$ cat src/rtl/des_iter_core.sv
`default_nettype none
// ============================================================================
//  Module      : des_iter_core (with S-box leaves des_s1 .. des_s8)
//  Description : Iterative FIPS 46-3 DES encrypt/decrypt engine. One Feistel
//                round per clock and 16 rounds per 64-bit block. The engine
//                contains the IP/FP permutations, the PC-1/PC-2 key schedule,
//                the round counter and the start/done handshake.
//
//  Ports       : clk      - system clock, all state on the rising edge
//                rst_n    - asynchronous active-low reset
//                start    - load a new block (honoured only while busy=0)
//                decrypt  - 0 = encrypt, 1 = decrypt (sampled with start)
//                key[63:0]- DES key, bit 63 = FIPS bit 1, parity ignored
//                din[63:0]- input block, bit 63 = FIPS bit 1
//                busy     - high while rounds are in progress
//                done     - one-cycle pulse when dout is updated
//                dout[63:0]- result, held until the next completion
//
//  Revision    : 1.0 - initial release
// ============================================================================

// ----------------------------------------------------------------------------
// S-box leaves. Each table lists the 64 entries row-major (row = b1b6,
// column = b2..b5); entry 0 sits in the top nibble. Because the table is
// indexed from the MSB end, the nibble offset is the bitwise inverse of the
// 6-bit {row,col} index.
// ----------------------------------------------------------------------------
module des_s1 (
    input  logic [5:0] i_sel,
    output logic [3:0] o_val
);
    localparam logic [255:0] C_TBL = {64'hE4D12FB83A6C5907, 64'h0F74E2D1A6CB9538,
                                      64'h41E8D62BFC973A50, 64'hFC8249175B3EA06D};
    logic [5:0] w_idx_n;
    assign w_idx_n = ~{i_sel[5], i_sel[0], i_sel[4:1]};
    assign o_val   = C_TBL[{w_idx_n, 2'b00} +: 4];
endmodule

module des_s2 (
    input  logic [5:0] i_sel,
    output logic [3:0] o_val
);
    localparam logic [255:0] C_TBL = {64'hF18E6B34972DC05A, 64'h3D47F28EC01A69B5,
                                      64'h0E7BA4D158C6932F, 64'hD8A13F42B67C05E9};
    logic [5:0] w_idx_n;
    assign w_idx_n = ~{i_sel[5], i_sel[0], i_sel[4:1]};
    assign o_val   = C_TBL[{w_idx_n, 2'b00} +: 4];
endmodule

module des_s3 (
    input  logic [5:0] i_sel,
    output logic [3:0] o_val
);
    localparam logic [255:0] C_TBL = {64'hA09E63F51DC7B428, 64'hD709346A285ECBF1,
                                      64'hD6498F30B12C5AE7, 64'h1AD069874FE3B52C};
    logic [5:0] w_idx_n;
    assign w_idx_n = ~{i_sel[5], i_sel[0], i_sel[4:1]};
    assign o_val   = C_TBL[{w_idx_n, 2'b00} +: 4];
endmodule

module des_s4 (
    input  logic [5:0] i_sel,
    output logic [3:0] o_val
);
    localparam logic [255:0] C_TBL = {64'h7DE3069A1285BC4F, 64'hD8B56F03472C1AE9,
                                      64'hA690CB7DF13E5284, 64'h3F06A1D8945BC72E};
    logic [5:0] w_idx_n;
    assign w_idx_n = ~{i_sel[5], i_sel[0], i_sel[4:1]};
    assign o_val   = C_TBL[{w_idx_n, 2'b00} +: 4];
endmodule

module des_s5 (
    input  logic [5:0] i_sel,
    output logic [3:0] o_val
);
    localparam logic [255:0] C_TBL = {64'h2C417AB6853FD0E9, 64'hEB2C47D150FA3986,
                                      64'h421BAD78F9C5630E, 64'hB8C71E2D6F09A453};
    logic [5:0] w_idx_n;
    assign w_idx_n = ~{i_sel[5], i_sel[0], i_sel[4:1]};
    assign o_val   = C_TBL[{w_idx_n, 2'b00} +: 4];
endmodule

module des_s6 (
    input  logic [5:0] i_sel,
    output logic [3:0] o_val
);
    localparam logic [255:0] C_TBL = {64'hC1AF92680D34E75B, 64'hAF427C9561DE0B38,
                                      64'h9EF528C3704A1DB6, 64'h432C95FABE17608D};
    logic [5:0] w_idx_n;
    assign w_idx_n = ~{i_sel[5], i_sel[0], i_sel[4:1]};
    assign o_val   = C_TBL[{w_idx_n, 2'b00} +: 4];
endmodule

module des_s7 (
    input  logic [5:0] i_sel,
    output logic [3:0] o_val
);
    localparam logic [255:0] C_TBL = {64'h4B2EF08D3C975A61, 64'hD0B7491AE35C2F86,
                                      64'h14BDC37EAF680592, 64'h6BD814A7950FE23C};
    logic [5:0] w_idx_n;
    assign w_idx_n = ~{i_sel[5], i_sel[0], i_sel[4:1]};
    assign o_val   = C_TBL[{w_idx_n, 2'b00} +: 4];
endmodule

module des_s8 (
    input  logic [5:0] i_sel,
    output logic [3:0] o_val
);
    localparam logic [255:0] C_TBL = {64'hD2846FB1A93E50C7, 64'h1FD8A374C56B0E92,
                                      64'h7B419CE206ADF358, 64'h21E74A8DFC90356B};
    logic [5:0] w_idx_n;
    assign w_idx_n = ~{i_sel[5], i_sel[0], i_sel[4:1]};
    assign o_val   = C_TBL[{w_idx_n, 2'b00} +: 4];
endmodule

// ----------------------------------------------------------------------------
// Round engine
// ----------------------------------------------------------------------------
module des_iter_core (
    input  logic        clk,
    input  logic        rst_n,
    input  logic        start,
    input  logic        decrypt,
    input  logic [63:0] key,
    input  logic [63:0] din,
    output logic        busy,
    output logic        done,
    output logic [63:0] dout
);

    // Permutation tables in FIPS notation: entry i names the (1-based,
    // MSB-first) source bit for output bit i+1. Loops over constant tables
    // elaborate to pure wiring.
    localparam int C_IP [64] = '{58,50,42,34,26,18,10, 2, 60,52,44,36,28,20,12, 4,
                                 62,54,46,38,30,22,14, 6, 64,56,48,40,32,24,16, 8,
                                 57,49,41,33,25,17, 9, 1, 59,51,43,35,27,19,11, 3,
                                 61,53,45,37,29,21,13, 5, 63,55,47,39,31,23,15, 7};
    localparam int C_FP [64] = '{40, 8,48,16,56,24,64,32, 39, 7,47,15,55,23,63,31,
                                 38, 6,46,14,54,22,62,30, 37, 5,45,13,53,21,61,29,
                                 36, 4,44,12,52,20,60,28, 35, 3,43,11,51,19,59,27,
                                 34, 2,42,10,50,18,58,26, 33, 1,41, 9,49,17,57,25};
    localparam int C_E  [48] = '{32, 1, 2, 3, 4, 5,  4, 5, 6, 7, 8, 9,
                                  8, 9,10,11,12,13, 12,13,14,15,16,17,
                                 16,17,18,19,20,21, 20,21,22,23,24,25,
                                 24,25,26,27,28,29, 28,29,30,31,32, 1};
    localparam int C_P  [32] = '{16, 7,20,21,29,12,28,17,  1,15,23,26, 5,18,31,10,
                                  2, 8,24,14,32,27, 3, 9, 19,13,30, 6,22,11, 4,25};
    localparam int C_PC1[56] = '{57,49,41,33,25,17, 9,  1,58,50,42,34,26,18,
                                 10, 2,59,51,43,35,27, 19,11, 3,60,52,44,36,
                                 63,55,47,39,31,23,15,  7,62,54,46,38,30,22,
                                 14, 6,61,53,45,37,29, 21,13, 5,28,20,12, 4};
    localparam int C_PC2[48] = '{14,17,11,24, 1, 5,  3,28,15, 6,21,10,
                                 23,19,12, 4,26, 8, 16, 7,27,20,13, 2,
                                 41,52,31,37,47,55, 30,40,51,45,33,48,
                                 44,49,39,56,34,53, 46,42,50,36,29,32};

    function automatic logic [63:0] perm_ip(input logic [63:0] x);
        logic [63:0] o;
        o = '0;
        for (int i = 0; i < 64; i++) o[63-i] = x[64-C_IP[i]];
        return o;
    endfunction

    function automatic logic [63:0] perm_fp(input logic [63:0] x);
        logic [63:0] o;
        o = '0;
        for (int i = 0; i < 64; i++) o[63-i] = x[64-C_FP[i]];
        return o;
    endfunction

    function automatic logic [47:0] perm_e(input logic [31:0] x);
        logic [47:0] o;
        o = '0;
        for (int i = 0; i < 48; i++) o[47-i] = x[32-C_E[i]];
        return o;
    endfunction

    function automatic logic [31:0] perm_p(input logic [31:0] x);
        logic [31:0] o;
        o = '0;
        for (int i = 0; i < 32; i++) o[31-i] = x[32-C_P[i]];
        return o;
    endfunction

    function automatic logic [55:0] perm_pc1(input logic [63:0] x);
        logic [55:0] o;
        o = '0;
        for (int i = 0; i < 56; i++) o[55-i] = x[64-C_PC1[i]];
        return o;
    endfunction

    function automatic logic [47:0] perm_pc2(input logic [55:0] x);
        logic [47:0] o;
        o = '0;
        for (int i = 0; i < 48; i++) o[47-i] = x[56-C_PC2[i]];
        return o;
    endfunction

    typedef enum logic [0:0] {
        IDLE = 1'b0,
        RUN  = 1'b1
    } state_t;

    state_t      r_state;
    state_t      w_state_nxt;
    logic [31:0] r_l;
    logic [31:0] r_r;
    logic [27:0] r_c;
    logic [27:0] r_d;
    logic [3:0]  r_cnt;
    logic        r_mode;
    logic        r_done;
    logic [63:0] r_dout;

    logic        w_load;
    logic        w_last;
    logic        w_enc_one;
    logic        w_dec_one;
    logic [27:0] w_c_rotl;
    logic [27:0] w_d_rotl;
    logic [27:0] w_c_rotr;
    logic [27:0] w_d_rotr;
    logic [55:0] w_cd_key;
    logic [47:0] w_subkey;
    logic [47:0] w_sin;
    logic [31:0] w_sout;
    logic [31:0] w_f;
    logic [31:0] w_r_nxt;
    logic        w_unused_parity;

    // Key parity bits (FIPS bits 8,16,...,64) never reach the schedule.
    assign w_unused_parity = ^{key[56], key[48], key[40], key[32],
                               key[24], key[16], key[8],  key[0]};

    // ------------------------------------------------------------------
    // Key schedule.
    // Encrypt round n=cnt+1 rotates left by s[n]; s[n]=1 for n=1,2,9,16.
    // Decrypt starts from C0||D0 (which equals the K16 state because the
    // total left rotation over 16 rounds is 28) and, after round j=cnt+1,
    // rotates right by s[17-j]; that amount is 1 for cnt=0,7,14,15.
    // ------------------------------------------------------------------
    assign w_enc_one = (r_cnt == 4'd0) || (r_cnt == 4'd1) ||
                       (r_cnt == 4'd8) || (r_cnt == 4'd15);
    assign w_dec_one = (r_cnt == 4'd0) || (r_cnt == 4'd7) ||
                       (r_cnt == 4'd14) || (r_cnt == 4'd15);

    assign w_c_rotl = w_enc_one ? {r_c[26:0], r_c[27]}    : {r_c[25:0], r_c[27:26]};
    assign w_d_rotl = w_enc_one ? {r_d[26:0], r_d[27]}    : {r_d[25:0], r_d[27:26]};
    assign w_c_rotr = w_dec_one ? {r_c[0],    r_c[27:1]}  : {r_c[1:0],  r_c[27:2]};
    assign w_d_rotr = w_dec_one ? {r_d[0],    r_d[27:1]}  : {r_d[1:0],  r_d[27:2]};

    assign w_cd_key = r_mode ? {r_c, r_d} : {w_c_rotl, w_d_rotl};
    assign w_subkey = perm_pc2(w_cd_key);

    // ------------------------------------------------------------------
    // Round function f(R, Kn) = P(S(E(R) xor Kn)).
    // ------------------------------------------------------------------
    assign w_sin = perm_e(r_r) ^ w_subkey;

    des_s1 u_s1 (.i_sel(w_sin[47:42]), .o_val(w_sout[31:28]));
    des_s2 u_s2 (.i_sel(w_sin[41:36]), .o_val(w_sout[27:24]));
    des_s3 u_s3 (.i_sel(w_sin[35:30]), .o_val(w_sout[23:20]));
    des_s4 u_s4 (.i_sel(w_sin[29:24]), .o_val(w_sout[19:16]));
    des_s5 u_s5 (.i_sel(w_sin[23:18]), .o_val(w_sout[15:12]));
    des_s6 u_s6 (.i_sel(w_sin[17:12]), .o_val(w_sout[11:8]));
    des_s7 u_s7 (.i_sel(w_sin[11:6]),  .o_val(w_sout[7:4]));
    des_s8 u_s8 (.i_sel(w_sin[5:0]),   .o_val(w_sout[3:0]));

    assign w_f     = perm_p(w_sout);
    assign w_r_nxt = r_l ^ w_f;

    // ------------------------------------------------------------------
    // Control FSM
    // ------------------------------------------------------------------
    always_ff @(posedge clk or negedge rst_n) begin
        if (!rst_n) begin
            r_state <= IDLE;
        end else begin
            r_state <= w_state_nxt;
        end
    end

    always_comb begin
        w_state_nxt = r_state;
        w_load      = 1'b0;
        w_last      = 1'b0;
        case (r_state)
            IDLE: begin
                if (start) begin
                    w_load      = 1'b1;
                    w_state_nxt = RUN;
                end
            end
            RUN: begin
                if (r_cnt == 4'd15) begin
                    w_last      = 1'b1;
                    w_state_nxt = IDLE;
                end
            end
            default: w_state_nxt = IDLE;
        endcase
    end

    // ------------------------------------------------------------------
    // Round datapath and result register
    // ------------------------------------------------------------------
    always_ff @(posedge clk or negedge rst_n) begin
        if (!rst_n) begin
            r_l    <= '0;
            r_r    <= '0;
            r_c    <= '0;
            r_d    <= '0;
            r_cnt  <= '0;
            r_mode <= 1'b0;
            r_done <= 1'b0;
            r_dout <= '0;
        end else begin
            r_done <= w_last;
            if (w_load) begin
                {r_l, r_r} <= perm_ip(din);
                {r_c, r_d} <= perm_pc1(key);
                r_mode     <= decrypt;
                r_cnt      <= 4'd0;
            end else if (r_state == RUN) begin
                r_l   <= r_r;
                r_r   <= w_r_nxt;
                r_c   <= r_mode ? w_c_rotr : w_c_rotl;
                r_d   <= r_mode ? w_d_rotr : w_d_rotl;
                r_cnt <= r_cnt + 4'd1;
                // Final round: halves are swapped (R16||L16) before FP.
                if (w_last) begin
                    r_dout <= perm_fp({w_r_nxt, r_r});
                end
            end
        end
    end

    assign busy = (r_state == RUN);
    assign done = r_done;
    assign dout = r_dout;

endmodule

`default_nettype wire

$ cat config.mk
export PLATFORM = sky130hd
export DESIGN_NAME = des_iter_core
export DESIGN_NICKNAME = d
export VERILOG_FILES = /design/src/rtl/des_iter_core.sv
export SDC_FILE = /design/constraint.sdc
export NUM_CORES = 1
export LEC_CHECK = 0
export ABC_CLOCK_PERIOD_IN_PS = 5600
export CORE_UTILIZATION = 29
export CTS_BUF_LIST = sky130_fd_sc_hd__clkbuf_4 sky130_fd_sc_hd__clkbuf_8 sky130_fd_sc_hd__clkbuf_16
export DETAILED_ROUTE_END_ITERATION = 8
export PLACE_DENSITY_LB_ADDON = 0.1
export SYNTH_ARGS = -nofsm -noshare
export SYNTH_HDL_FRONTEND = slang
export SYNTH_SLANG_ARGS = --single-unit
$ cat constraint.sdc
create_clock -name clk -period 5.6 [get_ports clk]
set_clock_uncertainty 0.2 [all_clocks]
set_input_delay 1.12 -clock clk [delete_from_list [all_inputs] [get_ports clk]]
set_output_delay 1.12 -clock clk [all_outputs]
set_load 0.005 [all_outputs]
# == After elaboration in Yosys (flattened, before gate mapping) ==
# Cells that the tools add are included.
# totals
inputBits,132
regBits,191
word_cells,67
# classes
n_eq_ne,5
mux,23
n_reduce_logical,9
bitwise,12
shifts,8
addsub,1
# op_table
op,n
256-bit by 9-bit variable part select with 4-bit output (first input constant),8
28-bit two-way mux,10
32-bit two-way mux,4
56-bit two-way mux,1
6-bit NOT,8
48-bit bitwise XOR,1
32-bit bitwise XOR,1
4-bit equality test (second input constant),3
4-bit two-way mux,2
1-bit logical OR,6
1-bit two-way mux,5
4-bit by 1-bit adder with 4-bit output (second input constant),1
4-bit by 1-bit equality test with 1-bit output (second input constant),1
4-bit by 3-bit equality test with 1-bit output (second input constant),1
4-bit logical NOT,1
3-bit AND reduction,1
1-bit NOT,2
1-bit one-hot mux with 2 select lines,1
2-bit nonzero test,1

# == Longest topological paths before layout ==
# Gate-level depths: netlist of the first run.
# logic_depth
word_depth,12
depth_mapped,21
mapped_depth_nobuf,16

# == Cells and area by module ==
# A second synthesis of the first run with hierarchy kept.
# unflattened
cells_unflattened,1968
hier_area_um2,16767.3
# modules_own_cells
module,n_inst,cells_per_inst,area_per_inst_um2
des_iter_core,1,1251,11458.5
des_s6,1,97,715.7
des_s8,1,95,706.9
des_s1,1,92,688.2
des_s3,1,97,678.2
des_s5,1,95,674.4
des_s2,1,83,656.9
des_s7,1,88,650.6
des_s4,1,70,538.0

# == Worst setup path before layout of the first run ==
# No wires, ideal clock.
# synth_timing
path_type,register -> register
from,reg r_cnt[1]
to,reg r_dout[58] (netlist: dout[58])
required_time_ns,5.264
path_stages_with_launch,20
arrival_time_ns,3.792
synth_period_minus_slack_ns,4.128
path_buffers,5
path_slack_ns,1.472
path_cell_list,dfrtp_1 -> inv_1 -> ha_1 -> nor2b_2 -> o21bai_4 -> nand2_2 -> buf_6 -> buf_6 -> buf_6 -> a31oi_1 -> xor2_1 -> buf_2 -> inv_1 -> ha_1 -> clkbuf_1 -> mux4_2 -> or2_2 -> a31oi_1 -> xnor2_1 -> o21ai_0
# synth_between
elab_chain_len,10
word_cells_on_any_way,16
# synth_lines
element,line,text
from (decl),210,logic [3:0] r_cnt;
from (signal assigned),329,r_cnt <= r_cnt + 4'd1;
4-bit by 1-bit equality test with 1-bit output or 4-bit logical NOT (tied branches),242,assign w_enc_one = (r_cnt == 4'd0) || (r_cnt == 4'd1) ||
1-bit logical OR (2 in series),242,
1-bit logical OR,243,(r_cnt == 4'd8) || (r_cnt == 4'd15);
28-bit two-way mux,247,"assign w_c_rotl = w_enc_one ? {r_c[26:0], r_c[27]} : {r_c[25:0], r_c[27:26]};"
56-bit two-way mux,252,"assign w_cd_key = r_mode ? {r_c, r_d} : {w_c_rotl, w_d_rotl};"
48-bit bitwise XOR,258,assign w_sin = perm_e(r_r) ^ w_subkey;
6-bit NOT,57,"assign w_idx_n = ~{i_sel[5], i_sel[0], i_sel[4:1]};"
256-bit by 9-bit variable part select with 4-bit output,58,"assign o_val = C_TBL[{w_idx_n, 2'b00} +: 4];"
32-bit bitwise XOR,270,assign w_r_nxt = r_l ^ w_f;
to (signal assigned),332,"r_dout <= perm_fp({w_r_nxt, r_r});"
to (decl),213,logic [63:0] r_dout;
# Several ways; a longest one is shown, not always the timed one.
# A chain may end at the register's enable or synchronous reset.

# == Worst setup path in the final report of the first run ==
# layout_timing
from,reg r_cnt[0]
to,reg r_r[18]
# layout_between
elab_chain_len,12
word_cells_on_any_way,15
# layout_lines
element,line,text
4-bit by 1-bit equality test with 1-bit output or 4-bit logical NOT (tied branches),242,
1-bit logical OR (2 in series),242,
1-bit logical OR *,243,
28-bit two-way mux *,248,"assign w_d_rotl = w_enc_one ? {r_d[26:0], r_d[27]} : {r_d[25:0], r_d[27:26]};"
56-bit two-way mux *,252,
48-bit bitwise XOR *,258,
6-bit NOT *,79,"assign w_idx_n = ~{i_sel[5], i_sel[0], i_sel[4:1]};"
256-bit by 9-bit variable part select with 4-bit output *,80,"assign o_val = C_TBL[{w_idx_n, 2'b00} +: 4];"
32-bit bitwise XOR *,270,
32-bit two-way mux *,324,end else if (r_state == RUN) begin
32-bit two-way mux *,319,if (w_load) begin
to (signal assigned),320,"{r_l, r_r} <= perm_ip(din);"
to (signal assigned),326,r_r <= w_r_nxt;
to (decl),207,logic [31:0] r_r;
# Every way passes the cells marked *; elsewhere a longest branch is shown, timed or not. The select of a mux whose other input is x is not followed.

==> run_summary.xml, run 1 <==
<?xml version="1.0" encoding="UTF-8"?>
<metrics>
  <group name="grt">
    <metric name="grt_overflow_total" unit="">0</metric>
    <metric name="grt_start_max_net_pins" unit="">119</metric>
    <metric name="antenna_violations_before_repair" unit="">1</metric>
    <metric name="grt_pass1_vias" unit="">15000</metric>
    <metric name="grt_first_pass_wirelength" unit="um">93400</metric>
    <metric name="global_route.usage.total" unit="%">20.2</metric>
  </group>
  <group name="clock_tree">
    <metric name="cts.path.max_buffers" unit="">2</metric>
    <metric name="numClockSinks" unit="">191</metric>
    <metric name="cts.htree.levels" unit="">4</metric>
    <metric name="cts.root.buffer_cell" unit="">clkbuf_16</metric>
    <metric name="ctsResizeCount" unit="">0</metric>
    <metric name="tritoncts" unit="">done</metric>
    <metric name="number_of_buffers_created_by_cts" unit="">17</metric>
    <metric name="worstSkewPairLatency" unit="ns">0.51</metric>
    <metric name="path_clk_slew" unit="ns">0.08</metric>
    <metric name="cts_hold_buf" unit="">0</metric>
    <metric name="postCtsSetupBuffers" unit="">0</metric>
  </group>
  <group name="synth">
    <metric name="synth.cells.most_frequent" unit="">391 x nand2_1, 191 x dfrtp_1, 151 x o21ai_0</metric>
    <metric name="synth.most_common_cell" unit="">nand2_1</metric>
    <metric name="yosysWarnings" unit="">0</metric>
    <metric name="post_synth_instance_area" unit="um^2">17100</metric>
    <metric name="synth_ff_type" unit="">dfrtp_1</metric>
    <metric name="ys_ff_latch" unit="">191</metric>
    <metric name="synth.lib_cells_used.distinct" unit="">84</metric>
    <metric name="synth.top_cell.area_share" unit="%">28.0</metric>
    <metric name="synth.top_cells.by_area" unit="">dfrtp_1 28%, nand2_1 8.6%, mux2i_1 7.8%</metric>
    <metric name="async_flop_share" unit="%">100</metric>
    <metric name="synth_edf_count" unit="">0</metric>
    <metric name="post_synth_inst_count" unit="">2074</metric>
    <metric name="ys_seq_area_share" unit="%">28.0</metric>
    <metric name="synth_area_leader_cell" unit="">dfrtp_1</metric>
    <metric name="syn_avg_cell_area" unit="um^2">8.24</metric>
    <metric name="mappedNetlistNets" unit="">2272</metric>
  </group>
  <group name="worst_setup_path">
    <metric name="reg2regPathDepth" unit="">14</metric>
    <metric name="worst_setup_path_start_kind" unit="">flop</metric>
    <metric name="critPathRequiredTime" unit="ns">5.76</metric>
    <metric name="critical_path_data_arrival_time" unit="ns">4.99</metric>
    <metric name="setup.worst_path.class" unit="">flop to flop</metric>
    <metric name="r2r_start" unit="">r_cnt[0]$_DFFE_PN0P_</metric>
    <metric name="critical_path.max_fanout" unit="">32</metric>
    <metric name="r2r_setup_slack" unit="ns">0.76</metric>
    <metric name="cp-end-kind" unit="">flop</metric>
    <metric name="critPathLaunch" unit="">r_cnt[0]$_DFFE_PN0P_</metric>
  </group>
  <group name="routing">
    <metric name="antenna_violating_nets_post_route" unit="">0</metric>
    <metric name="avgRoutedWirePerCell" unit="um">20.7</metric>
    <metric name="detail_route.drc_violations" unit="">0</metric>
    <metric name="drt_first_iter_violations" unit="">1231</metric>
    <metric name="dr_total_vias" unit="">15800</metric>
    <metric name="via_per_inst" unit="">5.39</metric>
    <metric name="finalWirelength" unit="um">60700</metric>
    <metric name="iteration_count_of_the_initial_detailed_routing_pass" unit="">5</metric>
  </group>
  <group name="placement">
    <metric name="place_congestion" unit="">0.858</metric>
    <metric name="dp_worst_slack" unit="ns">0.765</metric>
    <metric name="port_buffer_count" unit="">189</metric>
    <metric name="dp_hpwl" unit="um">43600</metric>
  </group>
  <group name="sta">
    <metric name="setup_violations" unit="">0</metric>
    <metric name="final.setup.tns" unit="ns">0</metric>
    <metric name="grt_setup_unrepaired" unit="">false</metric>
    <metric name="max_slew.worst_pin.slew" unit="ns">1.27</metric>
    <metric name="post-route-worst-setup-slack" unit="ns">0.765</metric>
    <metric name="final.period_utilization" unit="%">86.3</metric>
    <metric name="maxSlewViolCount" unit="">0</metric>
    <metric name="finalWorstPathRequiredPeriod" unit="ns">4.84</metric>
    <metric name="maxSlewHeadroom" unit="%">14.6</metric>
    <metric name="timing.fmax" unit="GHz">0.207</metric>
    <metric name="final-hold-violation-count" unit="">0</metric>
  </group>
  <group name="layout">
    <metric name="antenna_cells" unit="">0</metric>
    <metric name="num-nets-final" unit="">2357</metric>
    <metric name="drive_gt1_share" unit="%">9.07</metric>
    <metric name="final.fill_count" unit="">6085</metric>
    <metric name="area_growth" unit="%">18.1</metric>
  </group>
  <group name="run">
    <metric name="timing.max_cap.violations" unit="">0</metric>
  </group>
  <group name="die">
    <metric name="coreArea" unit="um^2">57900</metric>
    <metric name="full_die_area" unit="um^2">59900</metric>
    <metric name="fp-row-count" unit="">88</metric>
    <metric name="die_h" unit="um">245</metric>
    <metric name="start_util" unit="%">29.5</metric>
    <metric name="overall_die_width" unit="um">245</metric>
    <metric name="io_pins" unit="">198</metric>
  </group>
  <group name="outcome">
    <metric name="outcome" unit="">finished, final reports clean</metric>
  </group>
  <group name="hold_path">
    <metric name="hp-class" unit="">flop to flop</metric>
    <metric name="min_from" unit="">dout[35]$_DFFE_PN0P_</metric>
    <metric name="hold_depth" unit="">2</metric>
  </group>
</metrics>
==> kinds of logic (layout without fill, tap and decap cells) <==
family	after synthesis	count (layout)	share of synthesized area (%)
XOR/XNOR	117	117	7.32
buffers and inverters	252	350	6.60
multiplexers	164	164	11.1
AND/OR/NAND/NOR	665	665	16.6
AO/OA/AOI/OAI	619	619	25.5
adder cells (fa/ha/maj)	66	66	4.83
flip-flops	191	191	28.0
==> per-layer routing <==
layer	up-vias	wire length, um	global-route usage, %
met5	-	10	0
met4	2	1260	6.03
met3	49	3190	3.48
met2	427	26800	30.6
met1	7724	29500	29.1
li1	7634	-	-
==> cell usage in the layout (no fill, tap or decap), drive strengths merged, types with 46 or more instances in the layout <==
master	instances
nand2	392
dfrtp	191
clkdlybuf4s50	187
o21ai	183
mux2i	133
nor2	117
a21oi	82
a211oi	80
inv	74
ha	66
xnor2	66
buf	63
o211ai	53
xor2	51
a31oi	49
nor2b	46
==> sequential cells by signal, summed over array words and instances (netlist names) <==
signal and count:
dout 64, busy 1, r_l 32, r_d 28, r_r 32, r_mode 1, r_c 28, done 1
r_cnt 4
==> cell type report <==
cell class	count	area, um^2	share of cell area, %
Inverter	67	251	1.25
Tap cell	765	957	4.74
Clock buffer	19	440	2.18
Timing Repair Buffer	251	2390	11.8
Sequential cell	191	4790	23.7
Clock inverter	13	145	0.719
Multi-Input combinational cell	1631	11200	55.5
==> worst paths after layout <==
kind,end
setup / recovery,r_r[18]$_DFFE_PN0P_
hold / removal,dout[35]$_DFFE_PN0P_
hold reg to reg,dout[35]$_DFFE_PN0P_
setup reg to reg,r_r[18]$_DFFE_PN0P_
max in group asynchronous,r_mode$_DFFE_PN0P_
min in group asynchronous,r_r[26]$_DFFE_PN0P_
==> stage by stage <==
stage               util, %  area, um^2  hold WS, ns  instances
CTS                    34.8       20200        0.283       2937
floorplan                 -       17100        0.270       2074
global placement       33.8       19600        0.264       2905
detailed placement     33.8       19600        0.263       2905
finish                 34.8       20200        0.278       2937
global route           34.8       20200        0.304       2937
==> worst max-delay path, stage by stage, from the launching register on <==
cell and delay, ns:
dfrtp_1 0.45, inv_1 0.12, ha_1 0.29, o21ba_2 0.74
o41ai_1 0.11, a31oi_1 0.53, xnor2_1 0.24, ha_1 0.59
inv_1 0.16, nand2_1 0.10, o21ai_0 0.09, mux4_2 0.47
mux2i_1 0.28, xnor2_1 0.19, a21oi_1 0.10
Power of run 1 is left out: the tool's default activity adds up to more than one toggle a clock period on the data nets, which glitch-free logic cannot reach.
==> inputs of run 2 (changes only) <==
--- a/config.mk
+++ b/config.mk
@@ -8,6 +8,7 @@
 export ABC_CLOCK_PERIOD_IN_PS = 5600
 export CORE_UTILIZATION = 29
 export CTS_BUF_LIST = sky130_fd_sc_hd__clkbuf_4 sky130_fd_sc_hd__clkbuf_8 sky130_fd_sc_hd__clkbuf_16
+export CTS_CLUSTER_DIAMETER = 80
 export DETAILED_ROUTE_END_ITERATION = 8
 export PLACE_DENSITY_LB_ADDON = 0.1
 export SYNTH_ARGS = -nofsm -noshare
==> results of run 2 <==
Same layout as run 1: the final DEF is identical, and so are final timing and power.
Power of run 2 is left out for the same reason.
